--- src/rtl/bcd_updown_counter_n.sv ---
// bcd_updown_counter_n: cascadable N-digit BCD up/down counter with async clear, load, wrap/saturate
module bcd_updown_counter_n #(
  parameter int DIGITS = 4,
  parameter bit SAT = 1'b0
) (
  input  logic                  CLK,
  input  logic                  CD,
  input  logic                  LD,
  input  logic                  EN,
  input  logic                  UP,
  input  logic [4*DIGITS-1:0]   D,
  output logic [4*DIGITS-1:0]   Q,
  output logic                  TC,
  output logic                  WRAP,
  output logic                  INV
);
  logic [DIGITS:0]     lo9, lo0;
  logic [DIGITS-1:0]   bad;
  logic [4*DIGITS-1:0] nxt;
  logic                term;
  assign lo9[0] = 1'b1;
  assign lo0[0] = 1'b1;
  // lo9[k]/lo0[k]: every digit below k is 9/0, i.e. digit k receives the carry/borrow
  for (genvar k = 0; k < DIGITS; k++) begin : g_dig
    logic [3:0] d;
    assign d          = Q[4*k+:4];
    assign bad[k]     = d > 4'd9;
    assign lo9[k+1]   = lo9[k] & (d == 4'd9);
    assign lo0[k+1]   = lo0[k] & (d == 4'd0);
    assign nxt[4*k+:4] = UP ? (lo9[k] ? ((d == 4'd9) ? 4'd0 : d + 4'd1) : d)
                            : (lo0[k] ? ((d == 4'd0) ? 4'd9 : d - 4'd1) : d);
  end
  assign INV  = |bad;
  assign term = UP ? lo9[DIGITS] : lo0[DIGITS];
  assign TC   = EN & ~INV & term;
  always_ff @(posedge CLK or posedge CD) begin
    if (CD) begin
      Q    <= '0;
      WRAP <= 1'b0;
    end else if (LD) begin
      Q    <= D;
      WRAP <= 1'b0;
    end else begin
      WRAP <= TC & ~SAT;
      if (EN & ~INV & ~(TC & SAT)) Q <= nxt;
    end
  end
endmodule

--- config.mk ---
export PLATFORM = sky130hd
export DESIGN_NAME = bcd_updown_counter_n
export DESIGN_NICKNAME = d
export VERILOG_FILES = /design/src/rtl/bcd_updown_counter_n.sv
export SDC_FILE = /design/constraint.sdc
export NUM_CORES = 1
export LEC_CHECK = 0
export BUFFER_PORTS_ARGS = -buffer_cell sky130_fd_sc_hd__buf_4
export CAP_MARGIN = 15
export CELL_PAD_IN_SITES_DETAIL_PLACEMENT = 0
export CELL_PAD_IN_SITES_GLOBAL_PLACEMENT = 2
export CORE_MARGIN = 2
export CORE_UTILIZATION = 27
export DETAILED_ROUTE_END_ITERATION = 6
export PLACE_DENSITY = 0.8
export SLEW_MARGIN = 20
export SYNTH_ARGS = -nofsm -noshare
export SYNTH_HDL_FRONTEND = slang
export SYNTH_SLANG_ARGS = --single-unit
--- constraint.sdc ---
create_clock -name CLK -period 1.7 [get_ports CLK]
set_input_delay 0.17 -clock CLK [delete_from_list [all_inputs] [get_ports CLK]]
set_output_delay 0.17 -clock CLK [all_outputs]
set_load 0.01 [all_outputs]
==> out/metrics.cfg <==
[route]
drt_drc_violations_left = 0
drt_iter0_markers = 54
drt_first_pass_iters = 4
wl_per_cell_um = 13.57
wl_mm = 4.506
ant_nets = 0
vias_per_cell = 4.919
num_vias = 1633

[synth]
yosysTopAreaCell = dfrtp_1
yosysWarnings = 0
synth.distinct_cells = 54
synth_area_mm2 = 0.001589
syn-instance-count = 199
yosysTopAreaCellShare_pct = 26.77
ys.flop_type = dfrtp_1
synth_area_per_cell_um2 = 7.985
synth-async-reset-ratio_pct = 100.0
synthTopCellsByArea = dfrtp_1 27%, nand2_1 5.9%, mux2i_1 5.7%
synthTopCellsByCount = 25 x nand2_1, 17 x dfrtp_1, 16 x o21ai_1, 14 x clkbuf_1
ys_seq_elements = 17
ys_seq_area_share_pct = 26.77
synth.most_common_cell = nand2_1
syn-num-nets = 220
synth_edf_count = 0

[run_status]
violations = negative setup slack
status = complete, but fails checks

[critical_path]
crit_fanout = 3
crit_required_ns = 1.53
cp-end-kind = output port
cp-start-kind = flip-flop
critPathArrivalTime_ns = 1.72
critical_path_class = reg2out

[global_routing]
grt_pass1_wl_mm = 7.431
grt-ovfl-total = 0
antenna_found_initial = 0
grt_usage_pct = 14.32
grt_max_degree = 37
grt_pass1_vias = 1554

[die]
row_count = 27
ios = 40
start_util_pct = 28.34
die_w_um = 80.72
die_area_mm2 = 0.006515
core_area_mm2 = 0.005608
die_h_um = 80.72

[power_and_ir_drop]
ir_worst_vdd_mv = 0.2726
cellLeakagePower_nw = 1.023
swShare_pct = 35.93
switchingPower_mw = 0.5268
seqPwrFrac_pct = 33.9
combPwrFrac_pct = 44.8
p_total_mw = 1.466
clockPowerShare_pct = 21.3
power.density_mw_per_mm2 = 630.7
power.internal_mw = 0.9393

[clock_tree]
root_buffer = clkbuf_8
cts_hold_buf = 0
cts_tree = done
clockBufferDepth = 2
clk_latency_ns = 0.26
cts.sinks = 17
h-tree-depth = 1
cts.clk_slew.worst_paths_ns = 0.07
cts_buffers = 3

[run]
maxCapViolCount = 0

[sta]
fin_skew_ns = 0.004392
worst_slack_ns = -0.1916
final.period_utilization_pct = 111.3
relSlewSlack_pct = 53.31
slew_viol_final = 0
hold_viol = 0
worst_slew_pin_slew_ns = 0.6996
finalSetupTns_ns = -1.171
clock.fmax_mhz = 528.6
min_period_ns = 1.892
finalSetupViolCount = 13
holdWs_ns = 0.02123
rsz0062_at_grt = yes

[place]
dpl.cell_count = 319
dp_hpwl_mm = 3.265
place_area_mm2 = 0.002128
globalplace.congestion = 0.7578
portBuffers = 39
pre_cts_slack_ns = -0.1299

[layout]
multiInputGateArea_mm2 = 0.001131
finalNonFillerCells = 332
area_growth_pct = 46.30
final_area_mm2 = 0.002325
seq_area_um2 = 431.7
final_core_util_pct = 41.45
drive_above_1_share_pct = 43.46
fillers = 591
layout.nets = 282
n_antenna_cell = 0

[min_path]
hp-class = in2async

-- critical path: stages, from the launching register on --
cell and delay (ns):
dfrtp_2 0.44, nor4_4 0.33, nand4_1 0.16, buf_4 0.17, nor3_2 0.09, o211a_1 0.16, buf_4 0.12
-- flip-flops by register name (all words and copies together), names as in the netlist --
signal,flops
Q,16
WRAP,1
-- logic make-up (layout without fill, tap and decap cells) --
family,after synthesis,in the layout,synth area share (%)
compound gates,55,55,24.33
xor+xnor,10,10,5.512
buf+inv,27,88,7.559
flops,17,17,26.77
mux,9,9,5.670
simple gates,81,81,30.16
-- cell usage in the layout, fill, tap and decap left out, types with 3 or more instances in the layout --
| master | synthesis | layout |
|---|---|---|
| a21oi_1 | 6 | 6 |
| mux2i_1 | 9 | 9 |
| clkbuf_8 | 0 | 3 |
| buf_4 | 1 | 77 |
| and3_1 | 7 | 5 |
| nor2_1 | 9 | 7 |
| dfrtp_2 | 0 | 5 |
| xor2_1 | 3 | 3 |
| o21ai_1 | 16 | 13 |
| nor2b_1 | 8 | 8 |
| o21ai_2 | 1 | 3 |
| inv_1 | 4 | 4 |
| buf_6 | 1 | 3 |
| xnor2_1 | 7 | 7 |
| nand3_1 | 5 | 4 |
| o21ai_0 | 7 | 7 |
| nor3_1 | 7 | 5 |
| o31ai_2 | 1 | 3 |
| nand2_1 | 25 | 25 |
| nor4_4 | 1 | 3 |
| dfrtp_1 | 17 | 12 |
-- power by group through the flow --
stage          registers, mW  clock network, mW  logic (mW)
3_3_place_gp           0.502                  0       0.602
3_5_place_dp           0.505                  0       0.605
2_1_floorplan          0.499                  0       0.364
6_report               0.497              0.313       0.656
5_1_grt                0.502              0.337       0.722
4_1_cts                0.495              0.319       0.642
-- repair_timing --
action	in CTS	in global routing
setup buffers	8	1
resized for setup	9	13
setup endpoints to repair	15	14
hold endpoints to repair	0	0
pin swaps	11	4
-- routing by layer --
metal / up-vias / GRT usage [%] / wire length, um
met5: - / 0 / 0
met4: 0 / 4.237 / 14
met3: 2 / 1.348 / 165
met2: 35 / 23.08 / 2129
met1: 762 / 20.26 / 2197
li1: 834 / - / -
-- final timing paths --
kind / start / endpoint / slack [ns] / cells past startpoint
max reg2reg: Q[5] / Q[14] / -0.14 / 7
max in group asynchronous: CD / Q[1] / 1.19 / 2
min in group CLK: D[8] / Q[8] / 0.12 / 3
max: Q[3] / TC / -0.19 / 6
min reg2reg: Q[13] / Q[13] / 0.75 / 3
min: CD / Q[8] / 0.02 / 2
-- final cells by class --
cell class              instances  share of cell area (%)
well taps                      72                   3.875
repair buffers                 80                   26.32
flip-flops and latches         17                   18.57
clock buffers                   4                   1.938
inverters                       4                  0.6459
multi-input cells             155                   48.65
(Power assumes the default switching activity.)
